### config.mk
export PLATFORM = sky130hd
export DESIGN_NAME = core_boot_sequencer
export DESIGN_NICKNAME = d
export VERILOG_FILES = /design/src/rtl/core_boot_sequencer.sv
export SDC_FILE = /design/constraint.sdc
export NUM_CORES = 1
export LEC_CHECK = 0
export BUFFER_PORTS_ARGS = -buffer_cell sky130_fd_sc_hd__buf_2
export CORE_UTILIZATION = 39
export DETAILED_ROUTE_END_ITERATION = 10
export PLACE_DENSITY = 0.72
export SYNTH_ARGS = -nofsm -noshare
export SYNTH_HDL_FRONTEND = slang
export SYNTH_SLANG_ARGS = --single-unit
### constraint.sdc
create_clock -name clk -period 5.7 [get_ports clk]
set_input_delay 0.285 -clock clk [delete_from_list [all_inputs] [get_ports clk]]
set_output_delay 0.285 -clock clk [all_outputs]
set_load 0.01 [all_outputs]
### src/rtl/core_boot_sequencer.sv
// rtl/core_boot_sequencer.sv - copies the boot image from ROM to IMEM, then releases the core
// A word is retried after TIMEOUT silent cycles; when the retry budget runs out the block parks in ERROR.
module core_boot_sequencer #(
   parameter int ADDR_W      = 16,
   parameter int DATA_W      = 32,
   parameter int IMAGE_WORDS = 256,
   parameter int ROM_BASE    = 0,
   parameter int IMEM_BASE   = 0,
   parameter int TIMEOUT     = 64,
   parameter int MAX_RETRY   = 3
) (
   input  logic              clk,
   input  logic              rst_n,
   input  logic              start,
   input  logic              restart,
   output logic              rom_req,
   output logic [ADDR_W-1:0] rom_addr,
   input  logic              rom_valid,
   input  logic [DATA_W-1:0] rom_data,
   output logic              imem_we,
   output logic [ADDR_W-1:0] imem_addr,
   output logic [DATA_W-1:0] imem_wdata,
   output logic              loading_os,
   output logic              core_rst_n,
   output logic              load_error,
   output logic [ADDR_W:0]   words_loaded
);

   localparam int TMR_W = $clog2(TIMEOUT);
   localparam int RTY_W = (MAX_RETRY > 0) ? $clog2(MAX_RETRY + 1) : 1;

   localparam logic [ADDR_W-1:0] LAST_IDX = ADDR_W'(IMAGE_WORDS - 1);
   localparam logic [ADDR_W-1:0] ROM_B    = ADDR_W'(ROM_BASE);
   localparam logic [ADDR_W-1:0] IMEM_B   = ADDR_W'(IMEM_BASE);
   localparam logic [TMR_W-1:0]  TMR_LAST = TMR_W'(TIMEOUT - 1);
   localparam logic [RTY_W-1:0]  RTY_MAX  = RTY_W'(MAX_RETRY);

   typedef enum logic [2:0] {
      S_OFF,
      S_LOAD_REQ,
      S_LOAD_WAIT,
      S_ON,
      S_ERROR
   } state_t;

   state_t            state;
   state_t            state_nxt;
   logic [ADDR_W-1:0] idx;
   logic [RTY_W-1:0]  retry;
   logic [TMR_W-1:0]  timer;

   logic load_start;
   logic word_done;
   logic timed_out;

   always_ff @(posedge clk or negedge rst_n) begin
      if (!rst_n) begin
         state <= S_OFF;
      end else begin
         state <= state_nxt;
      end
   end

   // restart outranks start, which outranks every normal transition
   always_comb begin
      state_nxt  = state;
      load_start = 1'b0;
      word_done  = 1'b0;
      timed_out  = 1'b0;
      if (restart) begin
         state_nxt  = S_LOAD_REQ;
         load_start = 1'b1;
      end else if (start) begin
         if (state == S_OFF) begin
            state_nxt  = S_LOAD_REQ;
            load_start = 1'b1;
         end else begin
            state_nxt = S_OFF;
         end
      end else begin
         case (state)
            S_LOAD_REQ: state_nxt = S_LOAD_WAIT;
            S_LOAD_WAIT: begin
               if (rom_valid) begin
                  word_done = 1'b1;
                  state_nxt = (idx == LAST_IDX) ? S_ON : S_LOAD_REQ;
               end else if (timer == TMR_LAST) begin
                  timed_out = 1'b1;
                  state_nxt = (retry < RTY_MAX) ? S_LOAD_REQ : S_ERROR;
               end
            end
            default: state_nxt = state;
         endcase
      end
   end

   always_comb begin
      rom_req    = 1'b0;
      rom_addr   = '0;
      loading_os = 1'b0;
      core_rst_n = 1'b0;
      load_error = 1'b0;
      case (state)
         S_LOAD_REQ: begin
            rom_req    = 1'b1;
            rom_addr   = ROM_B + idx;
            loading_os = 1'b1;
         end
         S_LOAD_WAIT: loading_os = 1'b1;
         S_ON:        core_rst_n = 1'b1;
         S_ERROR:     load_error = 1'b1;
         default:     rom_req    = 1'b0;
      endcase
   end

   // the IMEM write lands one cycle after the accepted ROM reply, using the index it answered
   always_ff @(posedge clk or negedge rst_n) begin
      if (!rst_n) begin
         idx          <= '0;
         retry        <= '0;
         timer        <= '0;
         words_loaded <= '0;
         imem_we      <= 1'b0;
         imem_addr    <= '0;
         imem_wdata   <= '0;
      end else begin
         imem_we <= word_done;
         if (word_done) begin
            imem_addr  <= IMEM_B + idx;
            imem_wdata <= rom_data;
         end

         if (load_start) begin
            idx          <= '0;
            retry        <= '0;
            words_loaded <= '0;
         end else if (word_done) begin
            retry        <= '0;
            words_loaded <= words_loaded + (ADDR_W+1)'(1);
            if (idx != LAST_IDX) begin
               idx <= idx + ADDR_W'(1);
            end
         end else if (timed_out && (retry < RTY_MAX)) begin
            retry <= retry + RTY_W'(1);
         end

         if (state == S_LOAD_WAIT) begin
            timer <= timer + TMR_W'(1);
         end else begin
            timer <= '0;
         end
      end
   end

endmodule

==> results of run 1 <==
==> registers in the layout (all words and copies together) (netlist names) <==
name / count
idx: 16
imem_we: 1
imem_wdata: 32
imem_addr: 16
words_loaded: 17
state: 3
timer: 6
retry: 2
==> metrics by stage <==
step / utilization / area (µm²) / total power [mW]
floorplan: - / 4275 / 0.8135
global placement: 0.4757 / 4977 / 0.8951
detailed placement: 0.4757 / 4977 / 0.9013
CTS: 0.4957 / 5186 / 1.348
global route: 0.4957 / 5186 / 1.403
finish: 0.4957 / 5186 / 1.331
==> cell usage in the layout (no fill, tap or decap), types with 8 or more instances in the layout <==
cell type | synthesis | routed
sky130_fd_sc_hd__nand2_1 | 169 | 168
sky130_fd_sc_hd__dfrtp_1 | 93 | 93
sky130_fd_sc_hd__and2_1 | 19 | 19
sky130_fd_sc_hd__o21ai_0 | 9 | 9
sky130_fd_sc_hd__mux2i_1 | 15 | 15
sky130_fd_sc_hd__nor2_1 | 14 | 14
sky130_fd_sc_hd__nand4_1 | 8 | 8
sky130_fd_sc_hd__clkbuf_8 | 0 | 9
sky130_fd_sc_hd__nand3_1 | 17 | 17
sky130_fd_sc_hd__or3_1 | 9 | 9
sky130_fd_sc_hd__nor3_1 | 9 | 9
sky130_fd_sc_hd__buf_2 | 2 | 121
sky130_fd_sc_hd__a21oi_1 | 13 | 13
==> layout make-up <==
class	instances	area, µm²
flip-flops and latches	93	2327
fillers	1031	5276
repair buffers	125	638.1
clock inverters	6	71.32
inverters	3	11.26
clock buffers	10	127.6
multi-input cells	345	1841
well taps	136	170.2
==> timing repair <==
action                                  in CTS  in global routing
endpoints found under the setup margin       0                  0
endpoints found under the hold margin       19                  0
hold buffers                                 1                  0
==> where the power goes <==
| part | switching (mW) | internal, mW | total [mW] |
|---|---|---|---|
| Combinational | 0.0958 | 0.0620 | 0.158 |
| Sequential | 0.0250 | 0.702 | 0.727 |
| Clock | 0.238 | 0.208 | 0.446 |
==> routing by layer <==
layer / wire (µm) / global-route usage
met1: 4924 / 0.2539
met2: 4589 / 0.2972
met3: 504 / 0.03769
met4: 87 / 0.04697
met5: 0 / 0
==> cells by family (layout without fill, tap and decap cells) <==
group                      count (synthesis)  count (layout)
AOI/OAI and AO/OA                         36              36
xor gates and xnor gates                  11              11
muxes                                     17              17
DFF                                       93              93
adders and majority gates                  4               4
and+or+nand+nor                          277             277
buffers and inverters                     28             144
==> tightest hold or removal path, delay by kind of cell <==
family,cells,cell delay [ns]
and+or+nand+nor,2,0.09
buffers and inverters,1,0.07
==> worst paths after layout <==
path,depth (start not counted),startpoint,to
max in group asynchronous,3,rst_n,imem_addr[13]
hold reg to reg,1,words_loaded[16],words_loaded[16]
setup / recovery,6,state[1],idx[0]
setup reg to reg,6,state[1],idx[0]
hold / removal,3,rom_data[24],imem_wdata[24]
min in group asynchronous,2,rst_n,timer[2]
==> impl_results.html, run 1 <==
<table>
<tr><th>Metric</th><th>Value</th></tr>
<tr><th colspan="2">Clock tree</th></tr>
<tr><td>CTS root buffer</td><td>sky130_fd_sc_hd__clkbuf_8</td></tr>
<tr><td>Post-CTS resize count</td><td>0</td></tr>
<tr><td>Number of H-tree branching levels</td><td>3</td></tr>
<tr><td>TritonCTS Buffers</td><td>9</td></tr>
<tr><td>Postcts setup bufs</td><td>0</td></tr>
<tr><td>Clock tree from TritonCTS</td><td>yes</td></tr>
<tr><td>Max Root-Sink Buffers</td><td>2</td></tr>
<tr><td>Insertion delay of the later-clocked pin in the worst-skew pair</td><td>0.35 ns</td></tr>
<tr><td>Number of sinks on the clock net</td><td>93</td></tr>
<tr><td>Post-CTS clock slew at the launch and capture registers of the worst setup and hold paths</td><td>~0.10 ns</td></tr>
<tr><th colspan="2">Worst setup path</th></tr>
<tr><td>Required @ worst endpoint</td><td>5.93 ns</td></tr>
<tr><td>Worst-path cell chain</td><td>nor3b_2 -&gt; nand2_2 -&gt; buf_4 -&gt; inv_2 -&gt; o21ai_0 -&gt; mux2i_1</td></tr>
<tr><td>Kind of capture point of the worst setup path</td><td>flip-flop</td></tr>
<tr><td>Crit path buffers/inverters</td><td>2</td></tr>
<tr><td>Maximum fanout encountered on the critical timing path</td><td>57</td></tr>
<tr><td>Startpoint type of the worst setup path</td><td>flip-flop</td></tr>
<tr><td>Kind of critical path</td><td>reg -&gt; reg</td></tr>
<tr><td>CP delay by family, top</td><td>buffers and inverters</td></tr>
<tr><td>Largest stage delay, worst path</td><td>0.74 ns</td></tr>
<tr><td>Slowest cell on crit path</td><td>sky130_fd_sc_hd__inv_2</td></tr>
<tr><td>Critical path data arrival time</td><td>2.95 ns</td></tr>
<tr><td>Worst-case register-to-register setup slack</td><td>2.98 ns</td></tr>
<tr><th colspan="2">Global route</th></tr>
<tr><td>Remaining global-route overflow</td><td>0</td></tr>
<tr><td>Number of antenna violations at the first check in global routing</td><td>0</td></tr>
<tr><td>Total global routing track utilization</td><td>0.1844</td></tr>
<tr><td>Number of global-route vias before repair</td><td>around 3500</td></tr>
<tr><td>Wire length of the first global-routing pass</td><td>16.84 mm</td></tr>
<tr><td>Pin count of the biggest net entering global routing</td><td>between 70 and 80</td></tr>
<tr><th colspan="2">Logic synthesis</th></tr>
<tr><td>Number of distinct standard cells referenced by the synthesized netlist</td><td>41</td></tr>
<tr><td>Predominant post-synthesis flop cell</td><td>sky130_fd_sc_hd__dfrtp_1</td></tr>
<tr><td>Number of enable-type register cells in the synthesized netlist</td><td>0</td></tr>
<tr><td>Synthesized net count</td><td>507</td></tr>
<tr><td>Avg Inst Size Synth</td><td>between 9 and 10 µm²</td></tr>
<tr><td>Fraction of synthesized cell area taken by the top area cell type</td><td>0.5443</td></tr>
<tr><td>Adder and majority cell fraction of the synthesized area</td><td>0.01171</td></tr>
<tr><td>Multiplexer fraction of the synthesized cell area</td><td>0.04039</td></tr>
<tr><td>Most frequently used cell type in the post-synthesis netlist</td><td>sky130_fd_sc_hd__nand2_1</td></tr>
<tr><td>Combinational family with the most area after synthesis</td><td>simple AND/OR/NAND/NOR gates</td></tr>
<tr><td>Share of async-settable or async-resettable flops after synthesis</td><td>1.000</td></tr>
<tr><td>Count of mapped cells out of synthesis</td><td>around 470</td></tr>
<tr><td>Leading cell types by total area after synthesis</td><td>sky130_fd_sc_hd__dfrtp_1 54%, sky130_fd_sc_hd__nand2_1 15%, sky130_fd_sc_hd__mux2i_1 3.5%</td></tr>
<tr><td>Cell accounting for the most synthesized area</td><td>sky130_fd_sc_hd__dfrtp_1</td></tr>
<tr><td>Number of flip-flops and latches in the synthesized netlist</td><td>93</td></tr>
<tr><td>Xor and xnor fraction of the mapped netlist area</td><td>0.02253</td></tr>
<tr><td>Fraction of the mapped netlist area in compound gates</td><td>0.05209</td></tr>
<tr><td>Most instantiated cells after synthesis</td><td>169 x sky130_fd_sc_hd__nand2_1, 93 x sky130_fd_sc_hd__dfrtp_1, 21 x sky130_fd_sc_hd__clkbuf_1</td></tr>
<tr><td>Yosys warning total</td><td>0</td></tr>
<tr><td>Simple logic cell fraction of the synthesized area</td><td>0.3020</td></tr>
<tr><td>Synthesized area</td><td>around 4300 µm²</td></tr>
<tr><td>Sequential element share of the synthesized area</td><td>0.5443</td></tr>
<tr><th colspan="2">STA</th></tr>
<tr><td>Period utilization</td><td>0.4780</td></tr>
<tr><td>Worst-Margin Slew</td><td>between 1 and 1.5 ns</td></tr>
<tr><td>Post-route setup TNS</td><td>0 ns</td></tr>
<tr><td>Final max-slew violation count</td><td>0</td></tr>
<tr><td>Final-report hold violation count</td><td>0</td></tr>
<tr><td>Worst slew margin</td><td>0.2202</td></tr>
<tr><td>Highest achievable clock rate</td><td>367.0 MHz</td></tr>
<tr><td>Final setup vio count</td><td>0</td></tr>
<tr><td>Minimum hold slack</td><td>0.1161 ns</td></tr>
<tr><td>Final WS setup</td><td>~3 ns</td></tr>
<tr><td>RSZ-0062 raised after global routing</td><td>no</td></tr>
<tr><td>Time the worst path needs with I/O delays and setup</td><td>around 2.7 ns</td></tr>
<tr><td>Worst clock skew</td><td>0.01035 ns</td></tr>
<tr><th colspan="2">Layout</th></tr>
<tr><td>Final antenna diode count</td><td>0</td></tr>
<tr><td>Final cell count without fillers</td><td>just over 700</td></tr>
<tr><td>Fraction of final layout cells sized beyond drive strength 1</td><td>0.2560</td></tr>
<tr><td>Net count of the finished layout</td><td>618</td></tr>
<tr><td>Layout-stage area growth over the synthesis result</td><td>21.31%</td></tr>
<tr><th colspan="2">Drt</th></tr>
<tr><td>DRC violations left</td><td>0</td></tr>
<tr><td>First-pass iteration count of the detailed router</td><td>4</td></tr>
<tr><td>Via Count</td><td>3637</td></tr>
<tr><td>Number of DRC markers in iteration 0</td><td>175</td></tr>
<tr><td>Number of vias per cell</td><td>a little over 5</td></tr>
<tr><td>Wire per inst</td><td>14.08 µm</td></tr>
<tr><td>Detailed-route wire length</td><td>10.11 mm</td></tr>
<tr><td>Antenna violation net count after detailed routing</td><td>0</td></tr>
<tr><th colspan="2">Placed design</th></tr>
<tr><td>Final weighted congestion in routability-driven placement</td><td>0.7991</td></tr>
<tr><td>Setup WS pre-CTS</td><td>2.961 ns</td></tr>
<tr><td>Placed insts</td><td>between 700 and 800</td></tr>
<tr><td>Number of buffers added on ports</td><td>about 120</td></tr>
<tr><td>HPWL Detailed</td><td>6.846 mm</td></tr>
<tr><th colspan="2">Floorplan</th></tr>
<tr><td>Die Height</td><td>106.7 µm</td></tr>
<tr><td>Ports placed on the boundary</td><td>approximately 120</td></tr>
<tr><td>Starting density of the core</td><td>0.4086</td></tr>
<tr><td>Width of the chip</td><td>approximately 110 µm</td></tr>
<tr><td>Floorplan die area</td><td>11380 µm²</td></tr>
<tr><td>Site row count</td><td>37</td></tr>
<tr><td>Core area</td><td>10460 µm²</td></tr>
<tr><th colspan="2">Worst hold path</th></tr>
<tr><td>Type of the tightest min-delay check</td><td>in -&gt; reg</td></tr>
<tr><th colspan="2">Pwr</th></tr>
<tr><td>Total leakage power</td><td>2.814 nW</td></tr>
<tr><td>Maximum vdd drop</td><td>0.0001439 V</td></tr>
<tr><td>Pwr/cell area</td><td>256.6 nW/µm²</td></tr>
<tr><th colspan="2">Job</th></tr>
<tr><td>Max-cap violations</td><td>0</td></tr>
<tr><th colspan="2">Run status</th></tr>
<tr><td>Status</td><td>finished clean</td></tr>
</table>
(Power assumes the default switching activity.)
==> run 2: changes to the inputs <==
--- a/config.mk
+++ b/config.mk
@@ -8,7 +8,7 @@
 export BUFFER_PORTS_ARGS = -buffer_cell sky130_fd_sc_hd__buf_2
 export CORE_UTILIZATION = 39
 export DETAILED_ROUTE_END_ITERATION = 10
-export PLACE_DENSITY = 0.72
+export PLACE_DENSITY = 0.74
 export SYNTH_ARGS = -nofsm -noshare
 export SYNTH_HDL_FRONTEND = slang
 export SYNTH_SLANG_ARGS = --single-unit
==> constraint.sdc (replaced) <==
create_clock -name clk -period 2.4 [get_ports clk]
set_input_delay 0.12 -clock clk [delete_from_list [all_inputs] [get_ports clk]]
set_output_delay 0.12 -clock clk [all_outputs]
set_load 0.01 [all_outputs]
==> impl_results.html, run 2 (synthesis results as in run 1) <==
<table>
<tr><th>Metric</th><th>Value</th></tr>
<tr><th colspan="2">Drt</th></tr>
<tr><td>Number of vias per cell</td><td>5.020 (was 5.065)</td></tr>
<tr><td>Wire per inst</td><td>14.09 µm (was 14.08 µm)</td></tr>
<tr><td>Antenna violation net count after detailed routing</td><td>0 (unchanged)</td></tr>
<tr><td>DRC violations left</td><td>0 (unchanged)</td></tr>
<tr><td>Via Count</td><td>3820 (was 3637)</td></tr>
<tr><td>First-pass iteration count of the detailed router</td><td>4 (unchanged)</td></tr>
<tr><td>Detailed-route wire length</td><td>10.72 mm (was 10.11 mm)</td></tr>
<tr><td>Number of DRC markers in iteration 0</td><td>155 (was 175)</td></tr>
<tr><th colspan="2">Worst setup path</th></tr>
<tr><td>Kind of capture point of the worst setup path</td><td>flip-flop (unchanged)</td></tr>
<tr><td>Largest stage delay, worst path</td><td>0.51 ns (was 0.74 ns)</td></tr>
<tr><td>Critical path data arrival time</td><td>2.43 ns (was 2.95 ns)</td></tr>
<tr><td>Slowest cell on crit path</td><td>sky130_fd_sc_hd__or3_1 (was sky130_fd_sc_hd__inv_2)</td></tr>
<tr><td>Worst-path cell chain</td><td>or3b_1 -&gt; or3_1 -&gt; or4_1 -&gt; a21oi_1 (was nor3b_2 -&gt; nand2_2 -&gt; buf_4 -&gt; inv_2 -&gt; o21ai_0 -&gt; mux2i_1)</td></tr>
<tr><td>Startpoint type of the worst setup path</td><td>flip-flop (unchanged)</td></tr>
<tr><td>CP delay by family, top</td><td>simple AND/OR/NAND/NOR gates (was buffers and inverters)</td></tr>
<tr><td>Maximum fanout encountered on the critical timing path</td><td>9 (was 57)</td></tr>
<tr><td>Kind of critical path</td><td>reg -&gt; reg (unchanged)</td></tr>
<tr><td>Crit path buffers/inverters</td><td>0 (was 2)</td></tr>
<tr><td>Required @ worst endpoint</td><td>2.68 ns (was 5.93 ns)</td></tr>
<tr><th colspan="2">Worst hold path</th></tr>
<tr><td>Type of the tightest min-delay check</td><td>in -&gt; reg (unchanged)</td></tr>
<tr><th colspan="2">Floorplan</th></tr>
<tr><td>Starting density of the core</td><td>0.4086 (unchanged)</td></tr>
<tr><td>Floorplan die area</td><td>11380 µm² (unchanged)</td></tr>
<tr><td>Core area</td><td>10460 µm² (unchanged)</td></tr>
<tr><td>Ports placed on the boundary</td><td>123 (unchanged)</td></tr>
<tr><td>Site row count</td><td>37 (unchanged)</td></tr>
<tr><td>Die Height</td><td>106.7 µm (unchanged)</td></tr>
<tr><td>Width of the chip</td><td>106.7 µm (unchanged)</td></tr>
<tr><th colspan="2">Clock tree</th></tr>
<tr><td>CTS root buffer</td><td>sky130_fd_sc_hd__clkbuf_8 (unchanged)</td></tr>
<tr><td>Post-CTS resize count</td><td>0 (unchanged)</td></tr>
<tr><td>Insertion delay of the later-clocked pin in the worst-skew pair</td><td>0.36 ns (was 0.35 ns)</td></tr>
<tr><td>Post-CTS clock slew at the launch and capture registers of the worst setup and hold paths</td><td>0.09 ns (was 0.10 ns)</td></tr>
<tr><td>Clock tree from TritonCTS</td><td>yes (unchanged)</td></tr>
<tr><td>Number of H-tree branching levels</td><td>3 (unchanged)</td></tr>
<tr><td>Max Root-Sink Buffers</td><td>2 (unchanged)</td></tr>
<tr><td>Number of sinks on the clock net</td><td>93 (unchanged)</td></tr>
<tr><td>TritonCTS Buffers</td><td>9 (unchanged)</td></tr>
<tr><th colspan="2">Layout</th></tr>
<tr><td>Final antenna diode count</td><td>0 (unchanged)</td></tr>
<tr><td>Most flops, register</td><td>imem_wdata (unchanged)</td></tr>
<tr><td>Layout-stage area growth over the synthesis result</td><td>31.67% (was 21.31%)</td></tr>
<tr><td>Fillcell total</td><td>973 (was 1031)</td></tr>
<tr><td>Final design utilization</td><td>0.5380 (was 0.4957)</td></tr>
<tr><td>Fraction of final layout cells sized beyond drive strength 1</td><td>0.2560 (about the same)</td></tr>
<tr><td>Most common library cell in the layout ignoring fill and taps</td><td>sky130_fd_sc_hd__nand2_1 (unchanged)</td></tr>
<tr><td>Leading registers by flop count</td><td>imem_wdata (32), words_loaded (17) (unchanged)</td></tr>
<tr><td>Most frequent cells in the layout</td><td>168 x sky130_fd_sc_hd__nand2_1, 121 x sky130_fd_sc_hd__buf_2, 93 x sky130_fd_sc_hd__dfrtp_1, 33 x sky130_fd_sc_hd__dlygate4sd3_1, 19 x sky130_fd_sc_hd__and2_1 (was 168 x sky130_fd_sc_hd__nand2_1, 121 x sky130_fd_sc_hd__buf_2, 93 x sky130_fd_sc_hd__dfrtp_1, 19 x sky130_fd_sc_hd__and2_1, 17 x sky130_fd_sc_hd__nand3_1)</td></tr>
<tr><td>Net count of the finished layout</td><td>661 (was 618)</td></tr>
<tr><td>Flip-flop count of the largest register after layout</td><td>32 (unchanged)</td></tr>
<tr><th colspan="2">STA</th></tr>
<tr><td>RSZ-0062 raised after global routing</td><td>no (unchanged)</td></tr>
<tr><td>Worst slew margin</td><td>0.5940 (was 0.2202)</td></tr>
<tr><td>Final max-slew violation count</td><td>0 (unchanged)</td></tr>
<tr><td>Highest achievable clock rate</td><td>465.6 MHz (was 367.0 MHz)</td></tr>
<tr><td>Post-route setup TNS</td><td>0 ns (unchanged)</td></tr>
<tr><td>Final WS setup</td><td>0.2523 ns (was 2.975 ns)</td></tr>
<tr><td>Worst-Margin Slew</td><td>0.6089 ns (was 1.165 ns)</td></tr>
<tr><td>Worst clock skew</td><td>0.009424 ns (was 0.01035 ns)</td></tr>
<tr><td>Period utilization</td><td>0.8949 (was 0.4780)</td></tr>
<tr><td>Final-report hold violation count</td><td>0 (unchanged)</td></tr>
<tr><td>Final setup vio count</td><td>0 (unchanged)</td></tr>
<tr><td>Time the worst path needs with I/O delays and setup</td><td>2.148 ns (was 2.725 ns)</td></tr>
<tr><th colspan="2">Placed design</th></tr>
<tr><td>HPWL Detailed</td><td>7.342 mm (was 6.846 mm)</td></tr>
<tr><td>Final weighted congestion in routability-driven placement</td><td>0.8386 (was 0.7991)</td></tr>
<tr><td>Number of buffers added on ports</td><td>122 (unchanged)</td></tr>
<tr><td>Setup WS pre-CTS</td><td>0.2740 ns (was 2.961 ns)</td></tr>
<tr><th colspan="2">Global route</th></tr>
<tr><td>Remaining global-route overflow</td><td>0 (unchanged)</td></tr>
<tr><td>Number of antenna violations at the first check in global routing</td><td>0 (unchanged)</td></tr>
<tr><td>Pin count of the biggest net entering global routing</td><td>49 (was 75)</td></tr>
<tr><td>Wire length of the first global-routing pass</td><td>18.07 mm (was 16.84 mm)</td></tr>
<tr><td>Total global routing track utilization</td><td>0.1981 (was 0.1844)</td></tr>
<tr><td>Number of global-route vias before repair</td><td>3785 (was 3483)</td></tr>
<tr><th colspan="2">Pwr</th></tr>
<tr><td>Sum of internal, switching and leakage power</td><td>3.403 mW (was 1.331 mW)</td></tr>
<tr><td>Total leakage power</td><td>3.019 nW (was 2.814 nW)</td></tr>
<tr><td>Maximum vdd drop</td><td>0.0003378 V (was 0.0001439 V)</td></tr>
<tr><td>Pwr/cell area</td><td>604.5 nW/µm² (was 256.6 nW/µm²)</td></tr>
<tr><th colspan="2">Run status</th></tr>
<tr><td>Status</td><td>finished clean (unchanged)</td></tr>
<tr><th colspan="2">Job</th></tr>
<tr><td>Max-cap violations</td><td>0 (unchanged)</td></tr>
</table>
-- run 2: path summary, 6_finish.rpt --
check | from | end | slack, ns | cells past startpoint
worst max-delay path | state[0] | words_loaded[13] | 0.25 | 4
worst min-delay path | rom_valid | state[1] | 0.03 | 2
worst max register to register | state[0] | words_loaded[13] | 0.25 | 4
worst min register to register | imem_wdata[8] | imem_wdata[8] | 0.47 | 2
max in group asynchronous | rst_n | idx[10] | 1.30 | 3
min in group asynchronous | rst_n | words_loaded[6] | 0.32 | 2
-- run 2: where the power goes --
group / leakage (nW) / internal [mW] / switching, mW / total, mW
Clock: 0.116 / 0.693 / 0.550 / 1.24
Sequential: 1.28 / 1.67 / 0.0605 / 1.73
Combinational: 1.62 / 0.192 / 0.240 / 0.433
Total: 3.02 / 2.55 / 0.851 / 3.40
-- run 2: area by class of cell --
class                           count  area (µm²)  area share
Inverter                            3       11.26    0.002000
Timing Repair Buffer              168        1041      0.1849
Multi-Input combinational cell    345        1841      0.3270
Clock buffer                       10       127.6     0.02267
Sequential cell                    93        2327      0.4134
Clock inverter                      6       111.4     0.01978
Tap cell                          136       170.2     0.03023
-- run 2: per-layer routing --
| metal | vias to the layer above | share of wire | track usage |
|---|---|---|---|
| met5 | - | 0 | 0 |
| li1 | 1870 | - | - |
| met4 | 0 | 0.0078 | 0.05088 |
| met2 | 101 | 0.48 | 0.3263 |
| met1 | 1843 | 0.45 | 0.2637 |
| met3 | 6 | 0.056 | 0.04498 |
-- run 2: per-stage QoR --
| stage | area, µm² | hold slack (ns) | std cells |
|---|---|---|---|
| floorplan | 4275 | -0.1756 | 466 |
| global placement | 5060 | 0.1698 | 712 |
| detailed placement | 5060 | 0.1808 | 712 |
| CTS | 5629 | 0.005873 | 761 |
| global route | 5629 | 0.01179 | 761 |
| finish | 5629 | 0.02790 | 761 |
-- run 2: repair_timing --
item	in CTS	in global routing
hold buffers	33	0
hold endpoints to repair	78	0
setup buffers	0	0
==> run 3: changes to the inputs <==
--- a/config.mk
+++ b/config.mk
@@ -6,9 +6,10 @@
 export NUM_CORES = 1
 export LEC_CHECK = 0
 export BUFFER_PORTS_ARGS = -buffer_cell sky130_fd_sc_hd__buf_2
+export CORE_ASPECT_RATIO = 0.5
 export CORE_UTILIZATION = 39
 export DETAILED_ROUTE_END_ITERATION = 10
-export PLACE_DENSITY = 0.74
+export PLACE_DENSITY = 0.72
 export SYNTH_ARGS = -nofsm -noshare
 export SYNTH_HDL_FRONTEND = slang
 export SYNTH_SLANG_ARGS = --single-unit
==> constraint.sdc (replaced) <==
create_clock -name clk -period 2.05 [get_ports clk]
set_input_delay 0.1025 -clock clk [delete_from_list [all_inputs] [get_ports clk]]
set_output_delay 0.1025 -clock clk [all_outputs]
set_load 0.01 [all_outputs]
==> impl_results.html, run 3 (synthesis results as in run 1) <==
<table>
<tr><th>Metric</th><th>Value</th></tr>
<tr><th colspan="2">STA</th></tr>
<tr><td>RSZ-0062 raised after global routing</td><td>no (unchanged)</td></tr>
<tr><td>Time the worst path needs with I/O delays and setup</td><td>1.964 ns (was 2.148 ns)</td></tr>
<tr><td>Post-route setup TNS</td><td>0 ns (unchanged)</td></tr>
<tr><td>Final-report hold violation count</td><td>0 (unchanged)</td></tr>
<tr><td>Worst slew margin</td><td>0.6744 (was 0.5940)</td></tr>
<tr><td>Final setup vio count</td><td>0 (unchanged)</td></tr>
<tr><td>Period utilization</td><td>0.9581 (was 0.8949)</td></tr>
<tr><td>Final WS setup</td><td>0.08587 ns (was 0.2523 ns)</td></tr>
<tr><td>Highest achievable clock rate</td><td>509.1 MHz (was 465.6 MHz)</td></tr>
<tr><td>Final max-slew violation count</td><td>0 (unchanged)</td></tr>
<tr><td>Worst clock skew</td><td>0.01144 ns (was 0.009424 ns)</td></tr>
<tr><td>Worst-Margin Slew</td><td>0.4839 ns (was 0.6089 ns)</td></tr>
<tr><th colspan="2">Global route</th></tr>
<tr><td>Total global routing track utilization</td><td>0.2100 (was 0.1981)</td></tr>
<tr><td>GRT met1 Usage</td><td>0.2678 (was 0.2637)</td></tr>
<tr><td>Number of antenna violations at the first check in global routing</td><td>0 (unchanged)</td></tr>
<tr><td>Pin count of the biggest net entering global routing</td><td>43 (was 49)</td></tr>
<tr><td>Most Crowded Layer GR</td><td>met2 (unchanged)</td></tr>
<tr><td>Met2 track demand over resource</td><td>0.3523 (was 0.3263)</td></tr>
<tr><td>Wire length of the first global-routing pass</td><td>18.81 mm (was 18.07 mm)</td></tr>
<tr><td>Remaining global-route overflow</td><td>0 (unchanged)</td></tr>
<tr><td>Number of global-route vias before repair</td><td>3771 (was 3785)</td></tr>
<tr><td>Grt met3 use</td><td>0.05749 (was 0.04498)</td></tr>
<tr><th colspan="2">Drt</th></tr>
<tr><td>Number of vias per cell</td><td>4.967 (was 5.020)</td></tr>
<tr><td>Antenna violation net count after detailed routing</td><td>0 (unchanged)</td></tr>
<tr><td>Via Count</td><td>3899 (was 3820)</td></tr>
<tr><td>First-pass iteration count of the detailed router</td><td>4 (unchanged)</td></tr>
<tr><td>Detailed-route wire length</td><td>11.30 mm (was 10.72 mm)</td></tr>
<tr><td>DRC violations left</td><td>0 (unchanged)</td></tr>
<tr><td>Number of DRC markers in iteration 0</td><td>301 (was 155)</td></tr>
<tr><td>Wire per inst</td><td>14.40 µm (was 14.09 µm)</td></tr>
<tr><th colspan="2">Worst setup path</th></tr>
<tr><td>Startpoint type of the worst setup path</td><td>flip-flop (unchanged)</td></tr>
<tr><td>Kind of capture point of the worst setup path</td><td>flip-flop (unchanged)</td></tr>
<tr><td>Kind of critical path</td><td>reg -&gt; reg (unchanged)</td></tr>
<tr><td>Slowest cell on crit path</td><td>sky130_fd_sc_hd__or4b_1 (was sky130_fd_sc_hd__or3_1)</td></tr>
<tr><td>R2R Path End</td><td>retry[1] (was words_loaded[13])</td></tr>
<tr><td>Maximum fanout encountered on the critical timing path</td><td>7 (was 9)</td></tr>
<tr><td>Worst-path cell chain</td><td>buf_4 -&gt; or4b_1 -&gt; nor4_1 -&gt; buf_4 -&gt; mux2i_1 -&gt; nor3_1 (was or3b_1 -&gt; or3_1 -&gt; or4_1 -&gt; a21oi_1)</td></tr>
<tr><td>Crit path buffers/inverters</td><td>2 (was 0)</td></tr>
<tr><td>Worst-case register-to-register setup slack</td><td>0.09 ns (was 0.25 ns)</td></tr>
<tr><td>Required @ worst endpoint</td><td>2.27 ns (was 2.68 ns)</td></tr>
<tr><td>Critical path data arrival time</td><td>2.18 ns (was 2.43 ns)</td></tr>
<tr><td>Top cell by count, worst path</td><td>sky130_fd_sc_hd__buf_4</td></tr>
<tr><td>CP delay by family, top</td><td>simple AND/OR/NAND/NOR gates (unchanged)</td></tr>
<tr><td>Worst Reg-to-Reg Cells</td><td>6 (was 4)</td></tr>
<tr><td>Largest stage delay, worst path</td><td>0.55 ns (was 0.51 ns)</td></tr>
<tr><td>Beginning of the worst register-to-register path</td><td>state[0] (unchanged)</td></tr>
<tr><th colspan="2">Placed design</th></tr>
<tr><td>Number of buffers added on ports</td><td>122 (unchanged)</td></tr>
<tr><td>Setup WS pre-CTS</td><td>0.04711 ns (was 0.2740 ns)</td></tr>
<tr><td>Placed insts</td><td>736 (was 712)</td></tr>
<tr><td>HPWL Detailed</td><td>7.374 mm (was 7.342 mm)</td></tr>
<tr><td>Final weighted congestion in routability-driven placement</td><td>0.8381 (was 0.8386)</td></tr>
<tr><th colspan="2">Pwr</th></tr>
<tr><td>Maximum vdd drop</td><td>0.0003816 V (was 0.0003378 V)</td></tr>
<tr><td>Switching part of the total</td><td>0.2525 (was 0.2501)</td></tr>
<tr><td>Power dissipated by switching net loads</td><td>1.073 mW (was 0.8509 mW)</td></tr>
<tr><td>Internal power summed over all cells</td><td>3.175 mW (was 2.552 mW)</td></tr>
<tr><td>Pwr/cell area</td><td>722.2 nW/µm² (was 604.5 nW/µm²)</td></tr>
<tr><td>Total leakage power</td><td>3.168 nW (was 3.019 nW)</td></tr>
<tr><td>Portion of total power attributed to combinational logic</td><td>0.127 (about the same)</td></tr>
<tr><td>Part of the power in the clock network</td><td>0.399 (was 0.365)</td></tr>
<tr><td>Part of the total power dissipated in sequential elements</td><td>0.475 (was 0.508)</td></tr>
<tr><td>Sum of internal, switching and leakage power</td><td>4.248 mW (was 3.403 mW)</td></tr>
<tr><th colspan="2">Clock tree</th></tr>
<tr><td>Post-CTS clock slew at the launch and capture registers of the worst setup and hold paths</td><td>0.07 ns (was 0.09 ns)</td></tr>
<tr><td>Postcts setup bufs</td><td>0 (unchanged)</td></tr>
<tr><td>Number of H-tree branching levels</td><td>3 (unchanged)</td></tr>
<tr><td>Max Root-Sink Buffers</td><td>2 (unchanged)</td></tr>
<tr><td>CTS root buffer</td><td>sky130_fd_sc_hd__clkbuf_16 (was sky130_fd_sc_hd__clkbuf_8)</td></tr>
<tr><td>TritonCTS Buffers</td><td>9 (unchanged)</td></tr>
<tr><td>Number of sinks on the clock net</td><td>93 (unchanged)</td></tr>
<tr><td>Insertion delay of the later-clocked pin in the worst-skew pair</td><td>0.35 ns (was 0.36 ns)</td></tr>
<tr><td>Clock tree from TritonCTS</td><td>yes (unchanged)</td></tr>
<tr><th colspan="2">Layout</th></tr>
<tr><td>Fillcell total</td><td>893 (was 973)</td></tr>
<tr><td>Net count of the finished layout</td><td>681 (was 661)</td></tr>
<tr><td>Fraction of final layout cells sized beyond drive strength 1</td><td>0.2822 (was 0.2560)</td></tr>
<tr><td>Final cell count without fillers</td><td>785 (was 761)</td></tr>
<tr><td>Most frequent cells in the layout</td><td>168 x sky130_fd_sc_hd__nand2_1, 121 x sky130_fd_sc_hd__buf_2, 93 x sky130_fd_sc_hd__dfrtp_1, 33 x sky130_fd_sc_hd__dlygate4sd3_1, 32 x sky130_fd_sc_hd__buf_4 (was 168 x sky130_fd_sc_hd__nand2_1, 121 x sky130_fd_sc_hd__buf_2, 93 x sky130_fd_sc_hd__dfrtp_1, 33 x sky130_fd_sc_hd__dlygate4sd3_1, 19 x sky130_fd_sc_hd__and2_1)</td></tr>
<tr><td>Most flops, register</td><td>imem_wdata (unchanged)</td></tr>
<tr><td>Final antenna diode count</td><td>0 (unchanged)</td></tr>
<tr><td>Leading registers by flop count</td><td>imem_wdata (32), words_loaded (17) (unchanged)</td></tr>
<tr><td>Flip-flop count of the largest register after layout</td><td>32 (unchanged)</td></tr>
<tr><td>Most common library cell in the layout ignoring fill and taps</td><td>sky130_fd_sc_hd__nand2_1 (unchanged)</td></tr>
<tr><td>Layout-stage area growth over the synthesis result</td><td>37.58% (was 31.67%)</td></tr>
<tr><th colspan="2">Floorplan</th></tr>
<tr><td>Core area</td><td>10440 µm² (was 10460 µm²)</td></tr>
<tr><td>Width of the chip</td><td>150.1 µm (was 106.7 µm)</td></tr>
<tr><td>Ports placed on the boundary</td><td>123 (unchanged)</td></tr>
<tr><td>Die Height</td><td>76.04 µm (was 106.7 µm)</td></tr>
<tr><td>Floorplan die area</td><td>11410 µm² (was 11380 µm²)</td></tr>
<tr><td>Starting density of the core</td><td>0.4094 (was 0.4086)</td></tr>
<tr><td>Site row count</td><td>26 (was 37)</td></tr>
<tr><th colspan="2">Worst hold path</th></tr>
<tr><td>Hold-critical path endpoint</td><td>state[1] (unchanged)</td></tr>
<tr><td>Number of instances on the worst hold path</td><td>2 (unchanged)</td></tr>
<tr><td>Hold wc startpoint</td><td>rom_valid (unchanged)</td></tr>
<tr><td>Type of the tightest min-delay check</td><td>in -&gt; reg (unchanged)</td></tr>
<tr><th colspan="2">Run status</th></tr>
<tr><td>Status</td><td>finished clean (unchanged)</td></tr>
<tr><th colspan="2">Job</th></tr>
<tr><td>Max-cap violations</td><td>0 (unchanged)</td></tr>
</table>
## run 3: changes by cell type in the layout (fill, tap and decap cells not counted), sizes merged
| cell | change |
|---|---|
| bufinv | -2 |
| buf | +20 |
| clkbuf | +1 |
| inv | +1 |
| clkinv | +1 |
| clkinvlp | -1 |
## run 3: power by group through the flow
stage | logic (mW) | clock network (mW) | registers, mW
after floorplan | 0.154 | 0 | 2.11
after global placement | 0.474 | 0 | 2.04
after detailed placement | 0.489 | 0 | 2.04
after CTS | 0.535 | 1.72 | 2.01
after global routing | 0.599 | 1.81 | 2.03
final | 0.538 | 1.69 | 2.02
## run 3: worst max path at each step
stage	to	cells past startpoint	start	slack, ns
2_1_floorplan	words_loaded[13]	6	state[2]	0.04
3_3_place_gp	words_loaded[15]	4	state[0]	0.07
3_5_place_dp	words_loaded[15]	4	state[0]	0.05
4_1_cts	words_loaded[15]	4	state[0]	0.04
5_1_grt	retry[1]	6	state[0]	0.002
6_report	retry[1]	6	state[0]	0.09
## run 3: routing by layer
layer,routed length (µm),share of wire,up-vias
li1,-,-,1910
met2,5583,0.49,101
met3,588,0.052,15
met5,0,0,-
met1,4955,0.44,1873
met4,174,0.015,0
## run 3: final cells by class
| class | count | area, µm² | area share |
|---|---|---|---|
| multi-input combinational | 345 | 1852 | 0.3148 |
| timing repair buffer | 188 | 1216 | 0.2068 |
| clock buffer | 11 | 242.7 | 0.04127 |
| clock inverter | 5 | 57.56 | 0.009785 |
| sequential | 93 | 2327 | 0.3957 |
| inverter | 3 | 11.26 | 0.001914 |
| tap | 140 | 175.2 | 0.02978 |
## run 3: stage by stage
stage	hold slack [ns]	util	instance area (µm²)
after global placement	0.08194	0.5018	5240
after CTS	0.009813	0.5622	5871
after floorplan	-0.1931	-	4275
after global routing	0.03691	0.5633	5882
final	0.02725	0.5633	5882
after detailed placement	0.08623	0.5018	5240
## run 3: what timing repair did
item,4_1_cts,5_1_grt
endpoints found under the hold margin,63,0
setup endpoints to repair,0,5
gates resized for setup,0,2
hold buffers,33,0
